$ cat src/rtl/br_pkg.sv
// rtl/br_pkg.sv - shared write-response codes, FSM encodings and merge helper
package br_pkg;

  localparam logic [1:0] RESP_OKAY   = 2'b00;
  localparam logic [1:0] RESP_EXOKAY = 2'b01;
  localparam logic [1:0] RESP_SLVERR = 2'b10;
  localparam logic [1:0] RESP_DECERR = 2'b11;

  typedef enum logic [0:0] {
    ST_IDLE = 1'b0,
    ST_RESP = 1'b1
  } br_state_t;

  // Severity order matches the numeric code order, so the merge is a plain max.
  function automatic logic [1:0] resp_max(input logic [1:0] a, input logic [1:0] b);
    return (a > b) ? a : b;
  endfunction

endpackage

$ cat src/rtl/br_channel_controller_if.sv
// rtl/br_channel_controller_if.sv - write-response routing bus; BR_ERR_STICKY_EN adds sticky error ports
interface br_channel_controller_if #(
  parameter int Slaves_ID_Size = 1
);
  logic [Slaves_ID_Size-1:0] Write_Data_Master;
  logic                      Write_Data_Finsh;
  logic                      Is_Master_Part_Of_Split;
  logic [1:0]                M00_AXI_bresp;
  logic                      M00_AXI_bvalid;
  logic                      M00_AXI_bready;
  logic [1:0]                S00_AXI_bresp;
  logic                      S00_AXI_bvalid;
  logic                      S00_AXI_bready;
  logic [1:0]                S01_AXI_bresp;
  logic                      S01_AXI_bvalid;
  logic                      S01_AXI_bready;
  logic                      Resp_Queue_Full;
  logic                      Resp_Queue_Empty;
`ifdef BR_ERR_STICKY_EN
  logic                      Resp_Error_Clear;
  logic [1:0]                Resp_Error_Sticky;
`endif

  modport slave (
    input  Write_Data_Master, Write_Data_Finsh, Is_Master_Part_Of_Split,
    input  M00_AXI_bresp, M00_AXI_bvalid, S00_AXI_bready, S01_AXI_bready,
`ifdef BR_ERR_STICKY_EN
    input  Resp_Error_Clear,
    output Resp_Error_Sticky,
`endif
    output M00_AXI_bready, S00_AXI_bresp, S00_AXI_bvalid, S01_AXI_bresp, S01_AXI_bvalid,
    output Resp_Queue_Full, Resp_Queue_Empty
  );

  modport master (
    output Write_Data_Master, Write_Data_Finsh, Is_Master_Part_Of_Split,
    output M00_AXI_bresp, M00_AXI_bvalid, S00_AXI_bready, S01_AXI_bready,
`ifdef BR_ERR_STICKY_EN
    output Resp_Error_Clear,
    input  Resp_Error_Sticky,
`endif
    input  M00_AXI_bready, S00_AXI_bresp, S00_AXI_bvalid, S01_AXI_bresp, S01_AXI_bvalid,
    input  Resp_Queue_Full, Resp_Queue_Empty
  );

endinterface

$ cat src/rtl/br_resp_fifo.sv
// rtl/br_resp_fifo.sv - in-order queue of outstanding write responses
module br_resp_fifo #(
  parameter int Depth = 4,
  parameter int Width = 2
) (
  input  logic             clk,
  input  logic             rst_n,
  input  logic             push,
  input  logic [Width-1:0] din,
  input  logic             pop,
  output logic [Width-1:0] dout,
  output logic             full,
  output logic             empty
);

  localparam int Aw = $clog2(Depth);

  logic [Aw:0]      wr_ptr_q;
  logic [Aw:0]      rd_ptr_q;
  logic [Width-1:0] mem_q [Depth];
  logic             push_en;
  logic             pop_en;

  assign full    = (wr_ptr_q[Aw-1:0] == rd_ptr_q[Aw-1:0]) && (wr_ptr_q[Aw] != rd_ptr_q[Aw]);
  assign empty   = (wr_ptr_q == rd_ptr_q);
  assign pop_en  = pop && !empty;
  // A full queue still accepts a push when the head leaves in the same cycle.
  assign push_en = push && (!full || pop_en);
  assign dout    = mem_q[rd_ptr_q[Aw-1:0]];

  always_ff @(posedge clk or negedge rst_n) begin
    if (!rst_n) begin
      wr_ptr_q <= '0;
      rd_ptr_q <= '0;
    end else begin
      if (push_en) wr_ptr_q <= wr_ptr_q + 1'b1;
      if (pop_en)  rd_ptr_q <= rd_ptr_q + 1'b1;
    end
  end

  always_ff @(posedge clk) begin
    if (push_en) mem_q[wr_ptr_q[Aw-1:0]] <= din;
  end

endmodule

$ cat src/rtl/br_channel_controller.sv
// rtl/br_channel_controller.sv - routes/merges M00 write responses to S00/S01
// Optional BR_ERR_STICKY_EN: sticky record of forwarded error responses.
module br_channel_controller
  import br_pkg::*;
#(
  parameter int Slaves_Num       = 2,
  parameter int Slaves_ID_Size   = $clog2(Slaves_Num),
  parameter int Resp_Queue_Depth = 4
) (
  input  logic                    ACLK,
  input  logic                    ARESETN,
  br_channel_controller_if.slave  bus
);

  localparam int Entry_W = Slaves_ID_Size + 1;

  br_state_t                 state_q;
  logic [1:0]                acc_q;
  logic [1:0]                out_resp_q;
  logic [Slaves_ID_Size-1:0] out_id_q;
  logic [Entry_W-1:0]        head;
  logic                      fifo_full;
  logic                      fifo_empty;
  logic                      head_split;
  logic [Slaves_ID_Size-1:0] head_id;
  logic                      m_hs;
  logic                      id_in_range;
  logic                      s_ready;
  logic                      s_hs;

  br_resp_fifo #(
    .Depth (Resp_Queue_Depth),
    .Width (Entry_W)
  ) u_fifo (
    .clk   (ACLK),
    .rst_n (ARESETN),
    .push  (bus.Write_Data_Finsh),
    .din   ({bus.Write_Data_Master, bus.Is_Master_Part_Of_Split}),
    .pop   (m_hs),
    .dout  (head),
    .full  (fifo_full),
    .empty (fifo_empty)
  );

  assign head_split  = head[0];
  assign head_id     = head[Entry_W-1:1];
  assign m_hs        = (state_q == ST_IDLE) && !fifo_empty && bus.M00_AXI_bvalid;
  assign id_in_range = int'(out_id_q) < Slaves_Num;
  assign s_ready     = (int'(out_id_q) == 0) ? bus.S00_AXI_bready :
                       (int'(out_id_q) == 1) ? bus.S01_AXI_bready : 1'b0;
  assign s_hs        = (state_q == ST_RESP) && id_in_range && s_ready;

  always_ff @(posedge ACLK or negedge ARESETN) begin
    if (!ARESETN) begin
      state_q    <= ST_IDLE;
      acc_q      <= RESP_OKAY;
      out_resp_q <= RESP_OKAY;
      out_id_q   <= '0;
    end else begin
      case (state_q)
        ST_IDLE: begin
          if (m_hs) begin
            // Intermediate split parts only fold into the accumulator.
            if (head_split) begin
              acc_q <= resp_max(acc_q, bus.M00_AXI_bresp);
            end else begin
              out_resp_q <= resp_max(acc_q, bus.M00_AXI_bresp);
              out_id_q   <= head_id;
              acc_q      <= RESP_OKAY;
              state_q    <= ST_RESP;
            end
          end
        end
        ST_RESP: begin
          if (!id_in_range || s_ready) state_q <= ST_IDLE;
        end
        default: state_q <= ST_IDLE;
      endcase
    end
  end

  assign bus.M00_AXI_bready   = (state_q == ST_IDLE) && !fifo_empty;
  assign bus.S00_AXI_bvalid   = (state_q == ST_RESP) && (int'(out_id_q) == 0);
  assign bus.S01_AXI_bvalid   = (state_q == ST_RESP) && (int'(out_id_q) == 1);
  assign bus.S00_AXI_bresp    = bus.S00_AXI_bvalid ? out_resp_q : RESP_OKAY;
  assign bus.S01_AXI_bresp    = bus.S01_AXI_bvalid ? out_resp_q : RESP_OKAY;
  assign bus.Resp_Queue_Full  = fifo_full;
  assign bus.Resp_Queue_Empty = fifo_empty;

`ifdef BR_ERR_STICKY_EN
  logic [1:0] sticky_q;

  always_ff @(posedge ACLK or negedge ARESETN) begin
    if (!ARESETN) begin
      sticky_q <= RESP_OKAY;
    end else if (bus.Resp_Error_Clear) begin
      sticky_q <= RESP_OKAY;
    end else if (s_hs && out_resp_q[1]) begin
      sticky_q <= resp_max(sticky_q, out_resp_q);
    end
  end

  assign bus.Resp_Error_Sticky = sticky_q;
`else
  logic unused_s_hs;
  assign unused_s_hs = s_hs;
`endif

endmodule

$ cat src/flat_wrapper.sv
// flat-port wrapper written by rule: the top's interface ports become plain ports
module br_channel_controller_flat import br_pkg::*;
#(
  parameter int Slaves_Num       = 2,
  parameter int Slaves_ID_Size   = $clog2(Slaves_Num),
  parameter int Resp_Queue_Depth = 4
)
  (ACLK, ARESETN, bus_Write_Data_Master, bus_Write_Data_Finsh, bus_Is_Master_Part_Of_Split, bus_M00_AXI_bresp, bus_M00_AXI_bvalid, bus_S00_AXI_bready, bus_S01_AXI_bready, bus_M00_AXI_bready, bus_S00_AXI_bresp, bus_S00_AXI_bvalid, bus_S01_AXI_bresp, bus_S01_AXI_bvalid, bus_Resp_Queue_Full, bus_Resp_Queue_Empty);
  br_channel_controller_if #(.Slaves_ID_Size(Slaves_ID_Size)) bus_i ();
  input  logic ACLK;
  input  logic ARESETN;
  input wire logic [$bits(bus_i.Write_Data_Master)-1:0] bus_Write_Data_Master;
  input wire logic [$bits(bus_i.Write_Data_Finsh)-1:0] bus_Write_Data_Finsh;
  input wire logic [$bits(bus_i.Is_Master_Part_Of_Split)-1:0] bus_Is_Master_Part_Of_Split;
  input wire logic [$bits(bus_i.M00_AXI_bresp)-1:0] bus_M00_AXI_bresp;
  input wire logic [$bits(bus_i.M00_AXI_bvalid)-1:0] bus_M00_AXI_bvalid;
  input wire logic [$bits(bus_i.S00_AXI_bready)-1:0] bus_S00_AXI_bready;
  input wire logic [$bits(bus_i.S01_AXI_bready)-1:0] bus_S01_AXI_bready;
  output wire logic [$bits(bus_i.M00_AXI_bready)-1:0] bus_M00_AXI_bready;
  output wire logic [$bits(bus_i.S00_AXI_bresp)-1:0] bus_S00_AXI_bresp;
  output wire logic [$bits(bus_i.S00_AXI_bvalid)-1:0] bus_S00_AXI_bvalid;
  output wire logic [$bits(bus_i.S01_AXI_bresp)-1:0] bus_S01_AXI_bresp;
  output wire logic [$bits(bus_i.S01_AXI_bvalid)-1:0] bus_S01_AXI_bvalid;
  output wire logic [$bits(bus_i.Resp_Queue_Full)-1:0] bus_Resp_Queue_Full;
  output wire logic [$bits(bus_i.Resp_Queue_Empty)-1:0] bus_Resp_Queue_Empty;
  assign bus_i.Write_Data_Master = bus_Write_Data_Master;
  assign bus_i.Write_Data_Finsh = bus_Write_Data_Finsh;
  assign bus_i.Is_Master_Part_Of_Split = bus_Is_Master_Part_Of_Split;
  assign bus_i.M00_AXI_bresp = bus_M00_AXI_bresp;
  assign bus_i.M00_AXI_bvalid = bus_M00_AXI_bvalid;
  assign bus_i.S00_AXI_bready = bus_S00_AXI_bready;
  assign bus_i.S01_AXI_bready = bus_S01_AXI_bready;
  assign bus_M00_AXI_bready = bus_i.M00_AXI_bready;
  assign bus_S00_AXI_bresp = bus_i.S00_AXI_bresp;
  assign bus_S00_AXI_bvalid = bus_i.S00_AXI_bvalid;
  assign bus_S01_AXI_bresp = bus_i.S01_AXI_bresp;
  assign bus_S01_AXI_bvalid = bus_i.S01_AXI_bvalid;
  assign bus_Resp_Queue_Full = bus_i.Resp_Queue_Full;
  assign bus_Resp_Queue_Empty = bus_i.Resp_Queue_Empty;
  br_channel_controller #(.Slaves_Num(Slaves_Num), .Slaves_ID_Size(Slaves_ID_Size), .Resp_Queue_Depth(Resp_Queue_Depth)) u_core (.ACLK(ACLK), .ARESETN(ARESETN), .bus(bus_i));
endmodule
$ cat config.mk
export PLATFORM = sky130hd
export DESIGN_NAME = br_channel_controller_flat
export DESIGN_NICKNAME = d
export VERILOG_FILES = /design/src/rtl/br_pkg.sv /design/src/rtl/br_channel_controller_if.sv /design/src/rtl/br_resp_fifo.sv /design/src/rtl/br_channel_controller.sv /design/src/flat_wrapper.sv
export SDC_FILE = /design/constraint.sdc
export NUM_CORES = 1
export LEC_CHECK = 0
export BUFFER_PORTS_ARGS = -buffer_cell sky130_fd_sc_hd__buf_2
export CAP_MARGIN = 15
export CORE_MARGIN = 2
export CORE_UTILIZATION = 58
export CTS_CLUSTER_DIAMETER = 60
export DETAILED_ROUTE_END_ITERATION = 7
export GPL_TIMING_DRIVEN = 0
export PLACE_DENSITY = 0.82
export SLEW_MARGIN = 25
export SYNTH_ARGS = -nofsm -noshare
export SYNTH_HDL_FRONTEND = slang
export SYNTH_SLANG_ARGS = --single-unit
$ cat constraint.sdc
create_clock -name ACLK -period 2.5 [get_ports ACLK]
set_input_delay 0.625 -clock ACLK [delete_from_list [all_inputs] [get_ports ACLK]]
set_output_delay 0.625 -clock ACLK [all_outputs]
set_load 0.02 [all_outputs]
After elaboration in Yosys (flattened, before gate mapping):

Memories as Yosys holds them, arrays and structs flattened.
Cells that the tools add are included.

* register bits after elaboration: 12
* bits in writable memories: 8
* output and inout bits: 9
* memories: 1

* add/sub/neg operators: 2
* magnitude comparators: 1
* eq/ne operators: 3
* muxes and demuxes: 11
* bitwise logic cells: 3
* reduce and logical (&&, ||, !) cells: 12

Memories
* u_core.u_fifo.mem_q: depth 4, width 2, rd ports 1, clocked after Yosys merged registers in 0, wr ports 1, line br_resp_fifo.sv:20 `logic [Width-1:0] mem_q [Depth];`

Operators with widths (count)
* $mux W2: 4
* $logic_and A1 B1 Y1: 7
* $add A3 B1 Y3 const B: 2
* $mux W1: 6
* $eq A3 B3 Y1: 1
* $not A1 Y1: 3
* $reduce_and A3 Y1: 1
* $eq A2 B2 Y1: 1
* $gt A2 B2 Y1: 1
* $logic_not A1 Y1: 2
* $pmux W1 S2: 1
* $reduce_and A2 Y1: 1
* $logic_or A1 B1 Y1: 1
* $ne A1 B1 Y1: 1

Depth between registers and ports, before layout:

Gate-level depths: netlist (run 1).

* depth in word-level cells: 9
* gate-level depth with buffers: 6
* mapped depth without buffers: 6

Cells and area by module:

Synthesis (run 1) repeated with hierarchy kept, for this count alone.

* cells, all modules: 87
* area, all modules: 1123.6 um2

By module, submodules not included
* br_resp_fifo: times used 1, cells an instance 45, area an instance 724.4 um2, sequential area each 390.4 um2
* br_channel_controller: times used 1, cells an instance 42, area an instance 399.1 um2, sequential area each 150.1 um2

Least setup slack after synthesis (run 1):

No wires, ideal clock.

* kind: register to output
* from: register u_core.u_fifo.rd_ptr_q[0]
* to: output port bus_M00_AXI_bready
* arrival time: 1.371 ns
* path slack: 0.504 ns
* cell stages (with the launch flop): 5
* path through: dfrtp_1 > xnor2_1 > nand2_1 > nor2_1 > nor2_1

* longest elaborated chain between the ends: 3

Ends and longest elaborated chain
* start: declaration: line br_resp_fifo.sv:19 `logic [Aw:0] rd_ptr_q;`
* start signal: assignment: line br_resp_fifo.sv:37 `if (pop_en) rd_ptr_q <= rd_ptr_q + 1'b1;`
* $eq A3 B3 Y1: line br_resp_fifo.sv:25 `assign empty = (wr_ptr_q == rd_ptr_q);`
* net bus_Resp_Queue_Empty: line flat_wrapper.sv:25 `output wire logic [$bits(bus_i.Resp_Queue_Empty)-1:0] bus_Resp_Queue_Empty;`
* $logic_not A1 Y1: line br_channel_controller.sv:82 `assign bus.M00_AXI_bready = (state_q == ST_IDLE) && !fifo_empty;`
* $logic_and A1 B1 Y1: line br_channel_controller.sv:82
* end: declaration: line flat_wrapper.sv:19 `output wire logic [$bits(bus_i.M00_AXI_bready)-1:0] bus_M00_AXI_bready;`

The timed path passes the listed nets, and every way through them passes these cells.

Worst setup path in the final report (run 1):

* from: register u_core.u_fifo.rd_ptr_q[0]
* to: output port bus_M00_AXI_bready

* longest elaborated chain between the ends: 3

Ends and longest elaborated chain (line)
* $eq A3 B3 Y1: br_resp_fifo.sv:25
* $logic_not A1 Y1: br_channel_controller.sv:82
* $logic_and A1 B1 Y1: br_channel_controller.sv:82

Every way passes these cells.

==> flow_metrics.tcl, run 1 <==
set metrics [dict create \
    run_status "finished clean" \
    n_diodes 0 \
    dp_cells 130 \
    wl_per_cell_um 13.0 \
    max_slew.worst_pin.slew_ps 488 \
    postCtsResizedCells 0 \
    worstSetupEndpointType "output port" \
    global_route.usage.total_pct 18.2 \
    power_density_nw_per_um2 1280 \
    timing.final.setup_violations 0 \
    dieArea_um2 2230 \
    drt_iter0_drc 3 \
    worst_path_required_ps 1880 \
    core.rowCount 15 \
    gpl.final_weighted_congestion 0.750 \
    antenna_found_initial 0 \
    syn_inst 87 \
    dp.final_hpwl_mm 1.37 \
    cts_hold_buffers 0 \
    final.min_clock_period_ps 2220 \
    yosysWarnings 0 \
    totalWireLength_mm 1.74 \
    grt_setup_unrepaired "no" \
    slew_viol_final 0 \
    netlist-cell-type-count 32 \
    io-pin-count 19 \
    buffer_ports.inserted 18 \
    register_area_share_after_synthesis_pct 49.9 \
    grt_first_pass_wirelength_mm 2.78 \
    max_freq_ghz 0.449 \
    finalHoldWorstSlack_ps 183 \
    final_common_cell "buf_2" \
    finalNetCount 128 \
    grt_start_max_net_pins 13 \
    syn2layout_area_growth_pct 16.1 \
    critPathTopFamily "flip-flops" \
    htree_levels 1 \
    timing.critical_path.mode_cell "nor2_1" \
    route.met3.wl_um 34 \
    max_stage_delay_ps 480 \
    post-route-period-util_pct 89.0 \
    critical_path.slowest_cell "dfrtp_1" \
    layout.area.seq_um2 541 \
    yosys_register_bits 20 \
    final_hold_viol_count 0 \
    leakagePower_uw 0.000584 \
    drt_drc_violations_left 0 \
    via_cell_ratio 5.31 \
    fillerInstances 135 \
    avgSynthCellArea_um2 12.4 \
    fp.dieW_um 47.2 \
    numClockSinks 20 \
    finish.cell_count_without_fillers 134 \
    die_h_um 47.2 \
    multi_input_area_um2 515 \
    grt_remaining_overflow 0 \
    vdd.ir_drop.worst_uv 600 \
    skew_ps 7.10 \
    critical_path.n_buffers_inverters 1 \
    final_layout_size_suffix_gt1_share_pct 31.2 \
    start_util_pct 62.0 \
    postCtsSetupBuffers 0 \
    path_max_fanout 5 \
    synth_nets 105 \
    mostFrequentLayoutCells "18 x buf_2, 12 x dfrtp_1, 8 x ha_1, 8 x edfxtp_1, 7 x inv_1" \
    cp-start-kind "flip-flop" \
    syn-cell-area_um2 1080 \
    clock_latency_reported_for_the_late_side_of_the_worst_skew_pair_ps 290 \
    via_count_of_the_first_global_routing_pass 706 \
    cp_cell_sequence "xnor2_1, nand2_1, nor2_1, nor2_1, buf_2" \
    fp.coreArea_um2 1750 \
    final_sum_of_negative_setup_slack_ps 0 \
    routed-via-count 712 \
    clk_slew_on_worst_s_h_paths_ps 120 \
    clk_path_buf_depth 2 \
    dr.pass1.iters 2 \
    timing.max_slew.rel_slack_pct 67.3 \
    max_cap_violations 0 \
    clk_root_buffer_cell "clkbuf_4" \
    worstHoldPathType "in2async" \
    timing_worst_setup_path_type "reg2out" \
    antenna_violating_nets_post_route 0 \
    cts_buffers 3 \
    dr_wl_met2_mm 1.01 \
    cts_tree "done" \
    timing.final.ws_setup_ps 275 \
    wirelength_met1_um 687 \
    timing.critical_path.arrival_ps 1600 \
    route.top_layer_used "met4" \
    dp_slack_ps 595 \
]
[synthesized netlist by cell type]
library cell / count / area share, %
and3_1: 2 / 1.2
dfrtp_1: 12 / 28
inv_1: 7 / 2.4
nor2b_1: 1 / 0.58
and2_1: 3 / 1.7
nor3_1: 1 / 0.46
nor2_1: 5 / 1.7
a21oi_1: 1 / 0.46
mux2_4: 2 / 2.8
o21a_1: 1 / 0.69
a21o_1: 1 / 0.69
xor2_1: 1 / 0.81
mux4_1: 1 / 2.4
o21ai_0: 3 / 1.4
nand3b_1: 1 / 0.69
nor3b_1: 1 / 0.69
nor2_4: 1 / 1.0
a41oi_2: 1 / 1.5
and2_4: 1 / 0.81
a221oi_1: 1 / 0.81
a31oi_1: 1 / 0.58
nand2b_1: 1 / 0.58
and2_2: 3 / 2.1
xor2_2: 1 / 1.5
ha_1: 8 / 9.2
edfxtp_1: 8 / 22
mux2i_1: 2 / 1.8
o31ai_1: 1 / 0.69
xnor2_1: 6 / 4.9
nand2_1: 6 / 2.1
mux4_2: 1 / 2.1
a31o_2: 2 / 1.6
[per-stage QoR]
step | utilization, % | total power (uW) | cell area (um2)
global placement | 69.0 | 1310 | 1200
CTS | 72.0 | 1630 | 1260
finish | 72.0 | 1610 | 1260
detailed placement | 69.0 | 1360 | 1200
floorplan | - | 1170 | 1080
global route | 72.0 | 1730 | 1260
[metal layers]
| metal | up-vias | global-route usage (%) |
|---|---|---|
| met5 | - | 0 |
| met4 | 0 | 6.67 |
| met3 | 2 | 2.31 |
| met2 | 10 | 37.3 |
| met1 | 352 | 18.2 |
| li1 | 348 | - |
[final timing paths]
kind | depth (start not counted) | from | slack, ps | to
min in group ACLK | 1 | u_core.out_resp_q[0] | 540 | u_core.out_resp_q[0]
max in group asynchronous | 1 | ARESETN | 2100 | u_core.u_fifo.rd_ptr_q[0]
worst min register to register | 1 | u_core.out_resp_q[0] | 540 | u_core.out_resp_q[0]
worst min-delay path | 1 | ARESETN | 180 | u_core.acc_q[0]
worst max register to register | 3 | u_core.u_fifo.rd_ptr_q[0] | 800 | u_core.out_id_q
worst max-delay path | 5 | u_core.u_fifo.rd_ptr_q[0] | 280 | bus_M00_AXI_bready
[where the power goes]
part           total (uW)  internal, uW  switching [uW]
clock                 259           162            96.9
sequential            598           469             129
combinational         756           342             414
[final cells by class]
| class | instances | share of cell area [%] |
|---|---|---|
| clock buffers | 3 | 1.79 |
| clock inverters | 1 | 2.39 |
| inverters | 7 | 2.09 |
| multi-input cells | 60 | 41.0 |
| flip-flops and latches | 20 | 43.0 |
| well taps | 25 | 2.49 |
| repair buffers | 18 | 7.17 |
[state kept, by name, indices dropped and copies added (netlist names)]
register,flops
u_core.u_fifo.mem_q,8
u_core.acc_q,2
u_core.u_fifo.rd_ptr_q,3
u_core.state_q,1
u_core.out_id_q,1
u_core.out_resp_q,2
u_core.u_fifo.wr_ptr_q,3
[cells by family after synthesis]
| logic type | synth area share, % |
|---|---|
| AND/OR/NAND/NOR | 13.6 |
| flip-flops | 49.9 |
| AO/OA/AOI/OAI | 8.44 |
| XOR/XNOR | 7.17 |
| adder cells (fa/ha/maj) | 9.25 |
| buffers and inverters | 2.43 |
| multiplexers | 9.13 |
No activity file was read; power rests on OpenSTA's default activity.
==> run 2, diff against run 1 <==
--- a/config.mk
+++ b/config.mk
@@ -5,14 +5,14 @@
 export SDC_FILE = /design/constraint.sdc
 export NUM_CORES = 1
 export LEC_CHECK = 0
+export ABC_AREA = 1
 export BUFFER_PORTS_ARGS = -buffer_cell sky130_fd_sc_hd__buf_2
 export CAP_MARGIN = 15
 export CORE_MARGIN = 2
-export CORE_UTILIZATION = 58
+export CORE_UTILIZATION = 30
 export CTS_CLUSTER_DIAMETER = 60
 export DETAILED_ROUTE_END_ITERATION = 7
 export GPL_TIMING_DRIVEN = 0
-export PLACE_DENSITY = 0.82
 export SLEW_MARGIN = 25
 export SYNTH_ARGS = -nofsm -noshare
 export SYNTH_HDL_FRONTEND = slang
==> run 2 against run 1 <==
Clock power up 24%. Design area up 11%. First-iteration DRC count rose to 12 times the previous value. Global-route usage down 7.2 points. Register-to-register slack better by 150 ps. Highest routed layer unchanged. Critical endpoint unchanged. Wire length up 23%. Clock-buffer cell count unchanged. Non-clock buffer count unchanged.
==> flow_metrics.tcl, run 2 <==
set metrics [dict create \
    finalNetCount 181 \
    power_density_nw_per_um2 1220 \
    path_max_fanout 6 \
    design_area_um2 1400 \
    wl_per_cell_um 10.1 \
    slew_viol_final 0 \
    final_layout_size_suffix_gt1_share_pct 20.4 \
    grt_start_max_net_pins 13 \
    run_status "finished clean" \
    syn-cell-area_um2 1170 \
    final.min_clock_period_ps 2030 \
    gpl.final_weighted_congestion 0.742 \
    synth_most_common_cell "nand2_1" \
    syn2layout_area_growth_pct 18.9 \
    leakagePower_uw 0.000731 \
    dr.pass1.iters 4 \
    register_area_share_after_synthesis_pct 46.1 \
    postPlaceCellArea_um2 1320 \
    totalWireLength_mm 2.13 \
    mostFrequentLayoutCells "43 x nand2_1, 25 x inv_1, 18 x buf_2" \
    cts_tree "done" \
    post-route-period-util_pct 81.3 \
    final_common_cell "nand2_1" \
    clk_root_buffer_cell "clkbuf_8" \
    via_cell_ratio 4.25 \
    asyncSetResetFlopFracSynth_pct 60.0 \
    timing.rr.end "u_core.u_fifo.mem_q[2][0]" \
    drt_iter0_drc 37 \
    htree_levels 1 \
    antenna_violating_nets_post_route 0 \
    dp.final_hpwl_mm 1.70 \
    timing.max_slew.rel_slack_pct 78.5 \
    rr_worst_depth 7 \
    cp-startpoint "u_core.u_fifo.wr_ptr_q[0]" \
    final_hold_viol_count 0 \
    yosys_register_bits 20 \
    dp_cells 206 \
    fp.coreArea_um2 3720 \
    max_freq_ghz 0.492 \
    postCtsSetupBuffers 0 \
    critPathCapture "bus_M00_AXI_bready" \
    io-pin-count 19 \
    fp.dieW_um 66.5 \
    worst-r2r-setup-slack_ps 950 \
    worst_path_required_ps 1880 \
    grt_remaining_overflow 0 \
    launch_point_of_the_worst_reg_to_reg_path "u_core.u_fifo.wr_ptr_q[0]" \
    antenna_found_initial 0 \
    dieArea_um2 4430 \
    worstSetupEndpointType "output port" \
    timing_worst_setup_path_type "reg2out" \
    cp-start-kind "flip-flop" \
    skew_ps 1.93 \
    numClockSinks 20 \
    n_diodes 0 \
    yosys-top-cells-count "43 x nand2_1, 25 x inv_1, 12 x dfrtp_1, 12 x nor2_1" \
    cts_hold_buffers 0 \
    timing.critical_path.arrival_ps 1410 \
    syn_inst 140 \
    route.met3.wl_um 105 \
    grt_setup_unrepaired "no" \
    synth_largest_type_area_fraction_pct 25.6 \
    largest_register_ff_count 8 \
    grt_first_pass_wirelength_mm 3.71 \
    routed-via-count 893 \
    global_route.usage.total_pct 11.0 \
    cts_buffers 3 \
    worstHoldPathType "in2async" \
    clock_latency_reported_for_the_late_side_of_the_worst_skew_pair_ps 260 \
    via_count_of_the_first_global_routing_pass 827 \
    drt_drc_violations_left 0 \
    buffer_ports.inserted 18 \
    final_sum_of_negative_setup_slack_ps 0 \
    wirelength_met1_mm 1.09 \
    route.top_layer_used "met4" \
    netlist_top_cells_area "dfrtp_1 26%, edfxtp_1 20%, nand2_1 14%" \
    netlist-cell-type-count 22 \
    clk_slew_on_worst_s_h_paths_ps 70 \
    die_h_um 66.5 \
    finish.cell_count_without_fillers 210 \
    postSynth.topFlopCell "dfrtp_1" \
    yosysWarnings 0 \
    synth_edf_count 8 \
    timing.final.setup_violations 0 \
    max_slew.worst_pin.slew_ps 320 \
    max_cap_violations 0 \
    synth_nets 158 \
    yosysTopAreaCell "dfrtp_1" \
    dr_wl_met2_um 907 \
    avgSynthCellArea_um2 8.38 \
    vdd.ir_drop.worst_uv 460 \
    start_util_pct 31.6 \
    clk_path_buf_depth 2 \
    postCtsResizedCells 0 \
    core.rowCount 22 \
]
==> run 2: per-stage QoR <==
stage	total power [uW]	hold slack, ps	setup slack, ps	utilization [%]
final	1710	239	469	37.5
after global routing	1880	248	339	37.5
after CTS	1730	246	438	37.5
after detailed placement	1410	468	706	35.6
after global placement	1390	464	722	35.6
after floorplan	1200	329	642	-
==> run 2: where the power goes <==
part           switching (uW)  internal (uW)
logic                     518            285
clock network             108            214
registers                 123            462
==> run 2: how the worst min path moves through the flow <==
stage	to	cells past startpoint
6_report	u_core.acc_q[0]	1
5_1_grt	u_core.acc_q[0]	1
4_1_cts	u_core.acc_q[0]	1
3_5_place_dp	u_core.out_resp_q[0]	2
3_3_place_gp	u_core.acc_q[0]	2
2_1_floorplan	u_core.acc_q[0]	0
==> run 2: critical path: stages (launching register included) <==
cell	delay [ps]
dfrtp_1	450
inv_1	190
nand2_2	70
nand2_2	80
nand3_4	100
nand2_1	80
inv_1	30
buf_2	140
==> run 2: kinds of logic after synthesis <==
kind of cell,share of synthesized area (%)
buffers and inverters,8.64
adder cells (fa/ha/maj),8.53
XOR/XNOR,2.24
AND/OR/NAND/NOR,28.1
AO/OA/AOI/OAI,6.40
flip-flops,46.1
==> run 2: metal layers <==
metal	global-route usage [%]	vias up
met2	17.0	25
met3	2.03	5
met5	0	-
met4	3.83	0
met1	15.2	386
li1	-	477
==> run 2: final cells by class <==
cell class / count / area [um2]
Timing Repair Buffer: 18 / 90.1
Sequential cell: 20 / 541
Clock inverter: 1 / 30.0
Tap cell: 48 / 60.1
Inverter: 27 / 101
Clock buffer: 3 / 41.3
Fill cell: 391 / 2320
Multi-Input combinational cell: 93 / 532
